$ cat src/rtl/display_pager_pkg.sv
// Shared display types: page ids, date/time record, BCD and weekday glyph helpers.
// Glyphs are active-low GFEDCBA (bit 6 = G).
package display_pager_pkg;

    typedef enum logic [1:0] {PG_TIME, PG_SEC, PG_DAY, PG_DATE} page_t;

    localparam logic [6:0] SEG_BLANK = 7'h7F;
    localparam logic [6:0] SEG_DASH  = 7'h3F;

    typedef struct packed {
        logic [7:0] year;
        logic [7:0] month;
        logic [2:0] day_of_week;
        logic [7:0] day;
        logic [7:0] hour;
        logic [7:0] minute;
        logic [7:0] second;
    } if_date_time;

    // Nibbles A-F fall through to their hex glyphs rather than blanking.
    function automatic logic [6:0] bcd_digit(input logic [3:0] d);
        case (d)
            4'h0: return 7'h40;
            4'h1: return 7'h79;
            4'h2: return 7'h24;
            4'h3: return 7'h30;
            4'h4: return 7'h19;
            4'h5: return 7'h12;
            4'h6: return 7'h02;
            4'h7: return 7'h78;
            4'h8: return 7'h00;
            4'h9: return 7'h10;
            4'hA: return 7'h08;
            4'hB: return 7'h03;
            4'hC: return 7'h46;
            4'hD: return 7'h21;
            4'hE: return 7'h06;
            4'hF: return 7'h0E;
        endcase
    endfunction

    // {left, right} char pair; 1 = Monday .. 7 = Sunday, 0 = unknown.
    function automatic logic [13:0] week_day_chars(input logic [2:0] dow);
        case (dow)
            3'd1:    return {7'h48, 7'h23};
            3'd2:    return {7'h07, 7'h63};
            3'd3:    return {7'h41, 7'h06};
            3'd4:    return {7'h07, 7'h0B};
            3'd5:    return {7'h0E, 7'h2F};
            3'd6:    return {7'h12, 7'h20};
            3'd7:    return {7'h12, 7'h63};
            default: return {SEG_DASH, SEG_DASH};
        endcase
    endfunction

endpackage

$ cat src/rtl/display_pager_debounce.sv
// switch_debouncer: 2-flop synchroniser and a per-bit stability counter.
// A bit's output flips only after DEBOUNCE_CYC consecutive differing samples.
module switch_debouncer #(
    parameter int WIDTH        = 4,
    parameter int DEBOUNCE_CYC = 500_000
) (
    input  logic             clk,
    input  logic             reset,
    input  logic [WIDTH-1:0] raw,
    output logic [WIDTH-1:0] stable
);
    localparam int CW = $clog2(DEBOUNCE_CYC + 1);

    logic [WIDTH-1:0] sync1, sync2;

    always_ff @(posedge clk or posedge reset) begin
        if (reset) begin
            sync1 <= '0;
            sync2 <= '0;
        end else begin
            sync1 <= raw;
            sync2 <= sync1;
        end
    end

    for (genvar i = 0; i < WIDTH; i++) begin : g_bit
        logic [CW-1:0] cnt;
        logic          stb;

        always_ff @(posedge clk or posedge reset) begin
            if (reset) begin
                cnt <= '0;
                stb <= 1'b0;
            end else if (sync2[i] == stb) begin
                cnt <= '0;
            end else if (cnt == CW'(DEBOUNCE_CYC - 1)) begin
                stb <= sync2[i];
                cnt <= '0;
            end else begin
                cnt <= cnt + 1'b1;
            end
        end

        assign stable[i] = stb;
    end

endmodule

$ cat src/rtl/display_pager.sv
// Registered 7-segment pager: debounced page select, timed auto-rotation and
// a 1 Hz blink while DCF77 time is not valid.
module display_pager
    import display_pager_pkg::*;
#(
    parameter int NUM_DIGITS   = 4,
    parameter int CLK_FREQ     = 50_000_000,
    parameter int PAGE_SEC     = 3,
    parameter int DEBOUNCE_CYC = 500_000
) (
    input  logic                        clk,
    input  logic                        reset,
    input  logic [3:0]                  sw,
    input  logic                        time_valid,
    input  if_date_time                 clock,
    output logic [NUM_DIGITS-1:0][6:0]  hex,
    output page_t                       page
);
    localparam int PW = $clog2(CLK_FREQ + 1);
    localparam int DW = $clog2(PAGE_SEC + 1);

    logic [3:0]    sw_db;
    logic [PW-1:0] pcnt;
    logic          tick_1hz, blank_phase;
    logic [DW-1:0] dwell, dwell_nxt;
    logic          auto_q;
    page_t         page_nxt, manual_sel;
    logic [7:0][6:0] frame;

    switch_debouncer #(.WIDTH(4), .DEBOUNCE_CYC(DEBOUNCE_CYC)) u_db (
        .clk    (clk),
        .reset  (reset),
        .raw    (sw),
        .stable (sw_db)
    );

    always_ff @(posedge clk or posedge reset) begin
        if (reset)
            pcnt <= '0;
        else if (tick_1hz)
            pcnt <= '0;
        else
            pcnt <= pcnt + 1'b1;
    end

    assign tick_1hz    = (pcnt == PW'(CLK_FREQ - 1));
    assign blank_phase = (pcnt >= PW'(CLK_FREQ / 2));

    always_comb begin
        if (sw_db[0])      manual_sel = PG_SEC;
        else if (sw_db[1]) manual_sel = PG_DAY;
        else if (sw_db[2]) manual_sel = PG_DATE;
        else               manual_sel = PG_TIME;
    end

    // The first auto cycle only arms the dwell counter; rotation starts after it.
    always_comb begin
        page_nxt  = page;
        dwell_nxt = dwell;
        if (!sw_db[3]) begin
            page_nxt  = manual_sel;
            dwell_nxt = '0;
        end else if (!auto_q) begin
            dwell_nxt = '0;
        end else if (tick_1hz) begin
            if (dwell == DW'(PAGE_SEC - 1)) begin
                dwell_nxt = '0;
                case (page)
                    PG_TIME: page_nxt = PG_SEC;
                    PG_SEC:  page_nxt = PG_DAY;
                    PG_DAY:  page_nxt = PG_DATE;
                    default: page_nxt = PG_TIME;
                endcase
            end else begin
                dwell_nxt = dwell + 1'b1;
            end
        end
    end

    always_ff @(posedge clk or posedge reset) begin
        if (reset) begin
            page   <= PG_TIME;
            dwell  <= '0;
            auto_q <= 1'b0;
        end else begin
            page   <= page_nxt;
            dwell  <= dwell_nxt;
            auto_q <= sw_db[3];
        end
    end

    // frame[0] is the rightmost character of the 8-char page.
    always_comb begin
        frame = {8{SEG_BLANK}};
        case (page)
            PG_TIME: begin
                frame[5] = bcd_digit(clock.hour[7:4]);
                frame[4] = bcd_digit(clock.hour[3:0]);
                frame[3] = bcd_digit(clock.minute[7:4]);
                frame[2] = bcd_digit(clock.minute[3:0]);
                frame[1] = bcd_digit(clock.second[7:4]);
                frame[0] = bcd_digit(clock.second[3:0]);
            end
            PG_SEC: begin
                frame[1] = bcd_digit(clock.second[7:4]);
                frame[0] = bcd_digit(clock.second[3:0]);
            end
            PG_DAY: begin
                {frame[3], frame[2]} = week_day_chars(clock.day_of_week);
                frame[1] = bcd_digit(clock.day[7:4]);
                frame[0] = bcd_digit(clock.day[3:0]);
            end
            default: begin
                frame[5] = bcd_digit(clock.year[7:4]);
                frame[4] = bcd_digit(clock.year[3:0]);
                frame[3] = bcd_digit(clock.month[7:4]);
                frame[2] = bcd_digit(clock.month[3:0]);
                frame[1] = bcd_digit(clock.day[7:4]);
                frame[0] = bcd_digit(clock.day[3:0]);
            end
        endcase
    end

    always_ff @(posedge clk or posedge reset) begin
        if (reset)
            hex <= {NUM_DIGITS{SEG_BLANK}};
        else if (!time_valid && blank_phase)
            hex <= {NUM_DIGITS{SEG_BLANK}};
        else
            hex <= frame[NUM_DIGITS-1:0];
    end

endmodule

$ cat config.mk
export PLATFORM = sky130hd
export DESIGN_NAME = display_pager
export DESIGN_NICKNAME = d
export VERILOG_FILES = /design/src/rtl/display_pager_pkg.sv /design/src/rtl/display_pager_debounce.sv /design/src/rtl/display_pager.sv
export SDC_FILE = /design/constraint.sdc
export NUM_CORES = 1
export LEC_CHECK = 0
export CAP_MARGIN = 20
export CORE_ASPECT_RATIO = 0.8
export CORE_MARGIN = 1
export CORE_UTILIZATION = 45
export CTS_BUF_LIST = sky130_fd_sc_hd__clkbuf_4 sky130_fd_sc_hd__clkbuf_8
export DETAILED_ROUTE_END_ITERATION = 7
export DONT_BUFFER_PORTS = 1
export SLEW_MARGIN = 20
export SYNTH_ARGS = -nofsm -noshare
export SYNTH_HDL_FRONTEND = slang
export SYNTH_HIERARCHICAL = 1
export SYNTH_SLANG_ARGS = --single-unit
$ cat constraint.sdc
create_clock -name clk -period 5.43 [get_ports clk]
set_input_delay 1.086 -clock clk [delete_from_list [all_inputs] [get_ports clk]]
set_output_delay 1.086 -clock clk [all_outputs]
set_load 0.1 [all_outputs]
==> impl_metrics.csv, run 1 <==
group,metric,value,unit
timing,fmax,374.0,MHz
detailed_routing,ant_nets,0,
detailed_routing,dr.pass1.iters,5,
detailed_routing,drc,0,
synth,synth_area,9122,µm²
layout,seq_area,3714,µm²
die,pin_count,88,
clock_network,cts_tree,"built",
detailed_routing,wl_per_cell,15.19,µm
worst_setup_path,r2r-start,"page[1]$_DFFE_PP0P_",
layout,final_area,9684,µm²
worst_setup_path,critPathLaunch,"page[1]$_DFFE_PP0P_",
die,die-area,20850,µm²
synth,ys_seq_area_frac,0.4071,
timing,setup_violations,0,
layout,multiInputGateArea,4957,µm²
detailed_routing,drt-vias-per-instance,5.474,
pwr,leakage,0.004139,µW
die,die_x,161.2,µm
timing,period_minus_slack,2.674,ns
layout,fillers,1824,
placed_design,dp_hpwl,13.32,mm
pwr,powerDensity,241.5,nW/µm²
clock_network,cts_setup_buffers,0,
worst_setup_path,path_delay_family,"flip-flops",
worst_setup_path,critPathMaxStageDelay,1.07,ns
worst_setup_path,crit_chain,"ha_1, nor2_1, o31ai_1, a21oi_1, o21ai_0",
timing,worst_slew_pin_slew,1.079,ns
pwr,p_int,1562,µW
flow_run,drv_cap,0,
worst_setup_path,crit_fanout,17,
synth,ys_types,77,
placed_design,io_buffers,0,
layout,drive_above_1_share,0.1129,
global_route,grt_util_all_layers,0.1896,
pwr,power_frac_clock,0.374,
pwr,sw_frac_of_total,0.3321,
clock_network,hold_buffers,0,
detailed_routing,drtIter0Drc,511,
worst_setup_path,crit_required,5.81,ns
placed_design,post_dp_cell_area,9269,µm²
clock_network,cts-buffers-inserted,17,
synth,synth_edf_count,0,
worst_setup_path,critPathCaptureType,"register",
layout,final_core_util,0.4877,
synth,async_reset_ff_frac,1.000,
detailed_routing,vias,6777,
detailed_routing,drt-total-wl,18.81,mm
timing,grt_setup_unrepaired,"false",
worst_setup_path,cp_num_buf_inv,0,
min_path,hold_start,"u_db/sync1[2]$_DFF_PP0_",
global_route,grt_pass1_wl,31.72,mm
synth,yosys_most_used_dff,"dfrtp_1",
die,core_area,19860,µm²
min_path,hold_path_class,"reg2reg",
timing,totalNegativeSetupSlack,0,ns
clock_network,worstSkewPairLatency,0.47,ns
placed_design,gp_congestion,0.8926,
synth,synth-seq-cells,147,
clock_network,clk_path_buf_depth,2,
worst_setup_path,crit_type,"reg2reg",
pwr,ir_drop,0.1306,mV
clock_network,cts-resized-gates,0,
clock_network,root_buffer,"clkbuf_8",
clock_network,cts_sinks,147,
layout,final_nets,1079,
die,die_y,129.4,µm
synth,synthesis.nets,1100,
clock_network,h-tree-depth,4,
synth,yosys_warnings,6,
synth,avgSynthCellArea,9.290,µm²
timing,slew_headroom,0.2803,
global_route,grt-ovfl-total,0,
timing,hold_violations,0,
timing,fin_hold_ws,0.3585,ns
global_route,grt_max_degree,60,
global_route,antenna_found_initial,0,
synth,post_synth_inst_count,982,
global_route,grt_pass1_vias,6291,
worst_setup_path,cp_slowest_cell,"dfrtp_1",
clock_network,clkSlewWorstSetupHoldPaths,0.10,ns
pwr,seqPwrFrac,0.554,
pwr,combPwrFrac,0.072,
pwr,power_switching,776.8,µW
worst_setup_path,arrival,3.05,ns
layout,syn2layout_area_growth,6.158,%
run_status,outcome,"completed",
timing,finalCritPeriodShare,0.4924,
timing,drv_slew,0,
die,start_util,0.4594,
timing,skew,0.01605,ns
layout,diodes,0,
worst_setup_path,critPathLaunchType,"register",
die,rows,46,
sequential cells by signal, summed over array words and instances (netlist names):
signal / cells
u_db/g_bit.cnt: 76
u_db/sync1: 4
u_db/sync2: 4
page: 2
u_db/g_bit.stb: 4
hex: 28
pcnt: 26
auto_q: 1
dwell: 2
cell usage after synthesis (5+ instances only):
master	instances	share of area
a211oi_1	5	0.0041
a21oi_1	43	0.024
a221oi_1	13	0.012
and2_1	9	0.0062
and3_1	5	0.0034
and4_1	7	0.0067
buf_4	8	0.0066
clkbuf_1	30	0.012
dfrtp_1	119	0.33
dfstp_2	28	0.081
ha_1	60	0.082
inv_1	63	0.026
mux2_2	8	0.0099
mux2i_1	12	0.013
mux4_2	6	0.015
nand2_1	83	0.034
nand2b_1	13	0.0089
nand3_1	33	0.018
nand3b_1	5	0.0041
nand4_1	25	0.017
nor2_1	110	0.045
nor2b_1	10	0.0069
nor3_1	18	0.0099
nor4_1	13	0.0089
o211ai_1	8	0.0066
o21ai_0	63	0.035
o31ai_1	14	0.012
or3_1	14	0.0096
or4_1	11	0.0091
xnor2_1	46	0.044
xor2_1	31	0.030
cell families (layout without fill, tap and decap cells):
logic type,after synthesis,count (layout),synth area share
simple gates,385,385,0.2211
compound gates,179,179,0.1266
flops,147,147,0.4071
buf+inv,107,99,0.04951
xor+xnor,77,77,0.07393
fa+ha+maj,60,60,0.08229
mux,27,27,0.03950
per-stage QoR:
step | total power [µW] | std cells | setup WS [ns]
floorplan | 1460 | 982 | 2.065
global placement | 1484 | 1206 | 2.796
detailed placement | 1485 | 1206 | 2.788
CTS | 2370 | 1238 | 2.771
global route | 2445 | 1238 | 2.581
finish | 2339 | 1238 | 2.756
metal layers:
layer	vias to the layer above	global-route usage	part of all wire
met2	136	0.2832	0.44
met1	3214	0.2698	0.50
met4	0	0.06881	0.017
met5	-	0	0
met3	20	0.04225	0.044
li1	3407	-	-
worst paths after layout:
path	endpoint	slack, ns	cells past startpoint
setup / recovery	hex[18]$_DFF_PP1_	2.76	5
hold / removal	u_db/sync2[2]$_DFF_PP0_	0.36	0
setup reg to reg	hex[18]$_DFF_PP1_	2.76	5
hold reg to reg	u_db/sync2[2]$_DFF_PP0_	0.36	0
max in group asynchronous	u_db/g_bit[3].cnt[13]$_DFF_PP0_	3.78	2
min in group asynchronous	u_db/g_bit[1].cnt[12]$_DFF_PP0_	0.66	1
power by group through the flow:
stage	sequential [µW]	clock, µW	combinational [µW]
2_1_floorplan	1310	0	150
3_3_place_gp	1320	0	168
3_5_place_dp	1320	0	169
4_1_cts	1300	904	170
5_1_grt	1300	951	195
6_report	1300	875	168
cells in the final DEF, fill, tap and decap left out, types with 6 or more instances in the layout:
master | Yosys | final
nand2_1 | 83 | 83
clkbuf_8 | 1 | 17
dfrtp_1 | 119 | 119
nor4_1 | 13 | 13
a21oi_1 | 43 | 43
or3_1 | 14 | 14
xor2_1 | 31 | 31
and2_1 | 9 | 9
nor2_1 | 110 | 110
inv_1 | 63 | 61
nand3_1 | 33 | 33
a221oi_1 | 13 | 13
nand4_1 | 25 | 25
mux4_2 | 6 | 6
or4_1 | 11 | 11
inv_8 | 0 | 6
and4_1 | 7 | 7
mux2_2 | 8 | 8
xnor2_1 | 46 | 46
mux2i_1 | 12 | 12
o31ai_1 | 14 | 14
ha_1 | 60 | 60
nand2b_1 | 13 | 13
dfstp_2 | 28 | 28
o211ai_1 | 8 | 8
nor2b_1 | 10 | 10
o21ai_0 | 63 | 63
nor3_1 | 18 | 18
cell type report:
type / instances / area share
repair buffers: 4 / 0.003101
clock buffers: 17 / 0.02416
inverters: 63 / 0.02455
flip-flops and latches: 147 / 0.3835
multi-input cells: 728 / 0.5119
well taps: 264 / 0.03411
clock inverters: 15 / 0.01873
(Power assumes the default switching activity.)
==> inputs of run 2 (changes only) <==
- clock period: 5.43 -> 2.42 ns (I/O delays scaled with it)
==> run 2 against run 1 <==
Via count is 0.78% higher. Sequential power up 120%. Cell area grew 2.1%. Die area unchanged. Cell count grew 1.5%. Highest routed layer unchanged. Sequential share of layout area is 0.77 points lower. Clock power grew 150%. Non-clock buffer count increased by 18.
==> impl_metrics.csv, run 2 (synthesis gave the netlist of run 1 again) <==
group,metric,value,unit
run_status,outcome,"completed",
pwr,seqPwrFrac,0.531,
layout,layout_commonest_cell,"dfrtp_1",
global_route,grt_pass1_vias,6369,
timing,finalCritPeriodShare,0.8568,
detailed_routing,wl_per_cell,15.09,µm
clock_network,h-tree-depth,4,
layout,fin_cells,1256,
worst_setup_path,critPathCaptureType,"register",
die,core_area,19860,µm²
detailed_routing,drtIter0Drc,451,
die,die_y,129.4,µm
pwr,ir_drop,0.4197,mV
pwr,combPwrFrac,0.073,
detailed_routing,dr.pass1.iters,5,
layout,diodes,0,
pwr,power_switching,1677,µW
placed_design,gp_congestion,0.8473,
layout,syn2layout_area_growth,8.408,%
timing,skew,0.01538,ns
layout,fillers,1901,
detailed_routing,drt-vias-per-instance,5.438,
worst_setup_path,reg2reg_slack,0.35,ns
worst_setup_path,r2r_end,"u_db/g_bit[1].stb$_DFFE_PP0P_",
clock_network,clkSlewWorstSetupHoldPaths,0.10,ns
die,pin_count,88,
layout,mostFrequentLayoutCells,"117 x dfrtp_1, 110 x nor2_1, 83 x nand2_1",
worst_setup_path,crit_required,2.77,ns
detailed_routing,drc,0,
pwr,powerDensity,553.6,nW/µm²
timing,drv_slew,0,
pwr,p_int,3798,µW
worst_setup_path,arrival,2.43,ns
min_path,hold_path_class,"in2reg",
placed_design,io_buffers,0,
worst_setup_path,crit_type,"reg2reg",
pwr,power_frac_clock,0.396,
worst_setup_path,crit_end,"u_db/g_bit[1].stb$_DFFE_PP0P_",
global_route,antenna_found_initial,0,
layout,final_nets,1097,
layout,final_area,9889,µm²
timing,grt_setup_unrepaired,"false",
worst_setup_path,critPathLaunch,"u_db/g_bit[1].cnt[14]$_DFF_PP0_",
timing,postLayoutSetupSlackWorst,0.3465,ns
die,die_x,161.2,µm
placed_design,dpl.cell_count,1219,
clock_network,worstSkewPairLatency,0.46,ns
global_route,grt-ovfl-total,0,
global_route,grt_util_all_layers,0.1921,
layout,largest_reg_flops,76,
timing,worst_slew_pin_slew,0.6362,ns
timing,totalNegativeSetupSlack,0,ns
detailed_routing,ant_nets,0,
detailed_routing,drt-total-wl,18.96,mm
worst_setup_path,r2r-start,"u_db/g_bit[1].cnt[14]$_DFF_PP0_",
global_route,grt_pass1_wl,32.14,mm
detailed_routing,vias,6830,
clock_network,cts_sinks,147,
timing,period_minus_slack,2.074,ns
layout,largest_register,"u_db/g_bit.cnt",
die,start_util,0.4594,
global_route,grt_max_degree,44,
flow_run,drv_cap,0,
timing,hold_violations,0,
layout,top_regs,"u_db/g_bit.cnt: 76 flops, hex: 28 flops, pcnt: 26 flops",
clock_network,root_buffer,"clkbuf_8",
placed_design,post_dp_cell_area,9397,µm²
clock_network,cts-buffers-inserted,17,
clock_network,clk_path_buf_depth,2,
timing,fin_hold_ws,0.1983,ns
die,rows,46,
worst_setup_path,worstRegToRegCells,4,
clock_network,cts_tree,"built",
pwr,sw_frac_of_total,0.3064,
placed_design,place_ws,0.2282,ns
timing,fmax,482.3,MHz
min_path,whs_path_depth,2,
pwr,leakage,0.004244,µW
worst_setup_path,crit_fanout,5,
timing,slew_headroom,0.5759,
placed_design,dp_hpwl,13.83,mm
layout,drive_above_1_share,0.1270,
worst_setup_path,critPathLaunchType,"register",
clock_network,cts_setup_buffers,0,
timing,setup_violations,0,
die,die-area,20850,µm²
run 2: cell types whose count changed in the layout (fill, tap and decap cells not counted), sizes merged:
cell	before	now
inv	69	71
dlygate4sd3	0	5
clkinv	7	1
buf	4	17
clkinvlp	2	3
bufinv	0	3
run 2: per-stage QoR:
step / power (µW) / utilization
finish: 5475 / 0.4980
CTS: 5532 / 0.4960
floorplan: 3276 / -
global placement: 3345 / 0.4732
detailed placement: 3350 / 0.4732
global route: 5723 / 0.4980
run 2: layout make-up:
type / count / area (µm²) / share of cell area
flip-flops and latches: 147 / 3716 / 0.3758
repair buffers: 22 / 202.7 / 0.02050
clock inverters: 15 / 207.7 / 0.02100
multi-input cells: 728 / 4959 / 0.5014
clock buffers: 17 / 234.0 / 0.02366
inverters: 63 / 240.2 / 0.02429
well taps: 264 / 330.3 / 0.03340
run 2: routing by layer:
layer,track usage,part of all wire
met4,0.04495,0.011
met3,0.05346,0.051
met1,0.2823,0.52
met5,0,0
met2,0.2784,0.42
run 2: worst min-delay path by stage:
stage          slack [ns]                     from                 endpoint
6_report             0.20                clock[37]        hex[20]$_DFF_PP1_
5_1_grt              0.19                clock[41]        hex[27]$_DFF_PP1_
4_1_cts             0.007                    sw[2]  u_db/sync1[2]$_DFF_PP0_
3_5_place_dp         0.34  u_db/sync1[3]$_DFF_PP0_  u_db/sync2[3]$_DFF_PP0_
3_3_place_gp         0.33  u_db/sync1[0]$_DFF_PP0_  u_db/sync2[0]$_DFF_PP0_
2_1_floorplan        0.33  u_db/sync1[0]$_DFF_PP0_  u_db/sync2[0]$_DFF_PP0_
run 2: repair_timing:
item | CTS | global route
resized for setup | 0 | 1
hold endpoints to repair | 28 | 4
hold buffers | 1 | 4
endpoints found under the setup margin | 0 | 1
run 2: power by group through the flow:
stage,Combinational (µW),Sequential (µW),Clock (µW)
floorplan,337,2940,0
global placement,392,2950,0
detailed placement,395,2960,0
CTS,399,2910,2220
global route,461,2920,2350
finish,399,2910,2170
run 2: worst max-delay path, cell delays in order, from the launching register on:
cell and delay [ns]:
dfrtp_1 0.43, or4b_1 0.53, or4_4 0.54, nor2_1 0.12, mux2_2 0.34
==> inputs of run 3 (changes only) <==
- CAP_MARGIN: 20 -> 30
- PLACE_DENSITY: default -> 0.63
==> run 3 against run 2 <==
Cell area down 0.81%. Clock power decreased by 12%. First-iteration DRC count decreased by 10%. Clock-buffer cell count grew 3. Maximum frequency down 0.80%. Global-route usage is 0.053 points higher. Critical path type unchanged. Highest routed layer unchanged.
==> impl_metrics.csv, run 3 (synthesis gave the netlist of run 1 again) <==
group,metric,value,unit
worst_setup_path,crit_required,2.77,ns
worst_setup_path,arrival,2.44,ns
global_route,grt_util_all_layers,0.1926,
timing,worst_slew_pin_slew,0.5953,ns
clock_network,worstSkewPairLatency,0.46,ns
worst_setup_path,critPathCaptureType,"register",
detailed_routing,drtIter0Drc,406,
pwr,total_power,5222,µW
layout,final_area,9809,µm²
layout,layout_commonest_cell,"dfrtp_1",
global_route,grt-ovfl-total,0,
global_route,met1_usage,0.2720,
detailed_routing,drc,0,
pwr,powerDensity,532.3,nW/µm²
worst_setup_path,critPathLaunchType,"register",
die,die_x,161.2,µm
timing,totalNegativeSetupSlack,0,ns
timing,drv_slew,0,
global_route,grt_pass1_vias,6396,
timing,grt_setup_unrepaired,"false",
die,core_area,19860,µm²
timing,setup_violations,0,
timing,fmax,478.4,MHz
layout,largest_reg_flops,76,
placed_design,io_buffers,0,
timing,hold_violations,0,
timing,finalCritPeriodShare,0.8637,
global_route,gr-usage-met2,0.2956,
timing,skew,0.01361,ns
timing,fin_hold_ws,0.04681,ns
die,pin_count,88,
layout,diodes,0,
layout,top_regs,"u_db/g_bit.cnt: 76 flops, hex: 28 flops, pcnt: 26 flops",
die,start_util,0.4594,
clock_network,root_buffer,"clkbuf_8",
clock_network,cts_tree,"built",
global_route,busiest_layer,"met2",
placed_design,dp_hpwl,13.53,mm
global_route,grt_use_met3,0.04513,
detailed_routing,wl_per_cell,15.11,µm
timing,period_minus_slack,2.090,ns
pwr,leakage,0.004205,µW
detailed_routing,ant_nets,0,
layout,largest_register,"u_db/g_bit.cnt",
layout,drive_above_1_share,0.1265,
timing,slew_headroom,0.5995,
clock_network,clk_path_buf_depth,2,
detailed_routing,drt-total-wl,18.92,mm
clock_network,clkSlewWorstSetupHoldPaths,0.09,ns
layout,mostFrequentLayoutCells,"117 x dfrtp_1, 110 x nor2_1, 83 x nand2_1",
clock_network,cts_setup_buffers,0,
die,die_y,129.4,µm
global_route,grt_pass1_wl,32.02,mm
die,rows,46,
timing,postLayoutSetupSlackWorst,0.3297,ns
clock_network,cts-buffers-inserted,17,
detailed_routing,drt-vias-per-instance,5.503,
placed_design,gp_congestion,0.8784,
clock_network,h-tree-depth,4,
die,die-area,20850,µm²
min_path,hold_path_class,"in2reg",
clock_network,cts_sinks,147,
global_route,grt_max_degree,73,
worst_setup_path,crit_fanout,4,
detailed_routing,vias,6890,
flow_run,drv_cap,0,
layout,final_nets,1094,
pwr,ir_drop,0.3052,mV
layout,syn2layout_area_growth,7.530,%
global_route,antenna_found_initial,0,
placed_design,post_dp_cell_area,9397,µm²
detailed_routing,dr.pass1.iters,5,
worst_setup_path,crit_type,"reg2reg",
placed_design,place_ws,0.2209,ns
run_status,outcome,"completed",
==> run 3: critical path, cell delays in order (launching register included) <==
cell and delay [ns]:
dfrtp_1 0.43, or4_1 0.52, or4_4 0.55, nor2_1 0.14
mux2_2 0.34
==> run 3: final timing paths <==
kind / startpoint / cells past startpoint / slack, ns / end
max: u_db/g_bit[2].cnt[12]$_DFF_PP0_ / 4 / 0.33 / u_db/g_bit[2].stb$_DFFE_PP0P_
min: sw[2] / 0 / 0.05 / u_db/sync1[2]$_DFF_PP0_
max reg2reg: u_db/g_bit[2].cnt[12]$_DFF_PP0_ / 4 / 0.33 / u_db/g_bit[2].stb$_DFFE_PP0P_
min reg2reg: u_db/sync1[0]$_DFF_PP0_ / 0 / 0.36 / u_db/sync2[0]$_DFF_PP0_
max in group asynchronous: reset / 3 / 1.16 / hex[27]$_DFF_PP1_
min in group asynchronous: reset / 2 / 0.53 / u_db/sync1[3]$_DFF_PP0_
==> run 3: metrics by stage <==
step | util | cells
finish | 0.4940 | 1252
global route | 0.4940 | 1252
CTS | 0.4934 | 1251
detailed placement | 0.4732 | 1219
global placement | 0.4732 | 1219
floorplan | - | 982
==> run 3: routing by layer <==
layer / up-vias / part of all wire
li1: 3420 / -
met1: 3330 / 0.50
met2: 118 / 0.44
met3: 22 / 0.043
met4: 0 / 0.014
met5: - / 0
==> run 3: final cells by class <==
type / count / area [µm²]
Timing Repair Buffer: 19 / 172.7
Tap cell: 264 / 330.3
Sequential cell: 147 / 3716
Clock inverter: 11 / 116.4
Clock buffer: 20 / 275.3
Inverter: 63 / 240.2
Fill cell: 1878 / 10050
Multi-Input combinational cell: 728 / 4959
==> run 3: report_power, final <==
part	total (µW)	switching (µW)	internal [µW]
Clock	1920	1010	912
Combinational	394	231	163
Sequential	2900	346	2560
Total	5220	1590	3630
==> run 3: what timing repair did <==
item	CTS	global route
endpoints found under the hold margin	38	1
setup endpoints to repair	0	1
hold buffers	1	1
gates resized for setup	0	1
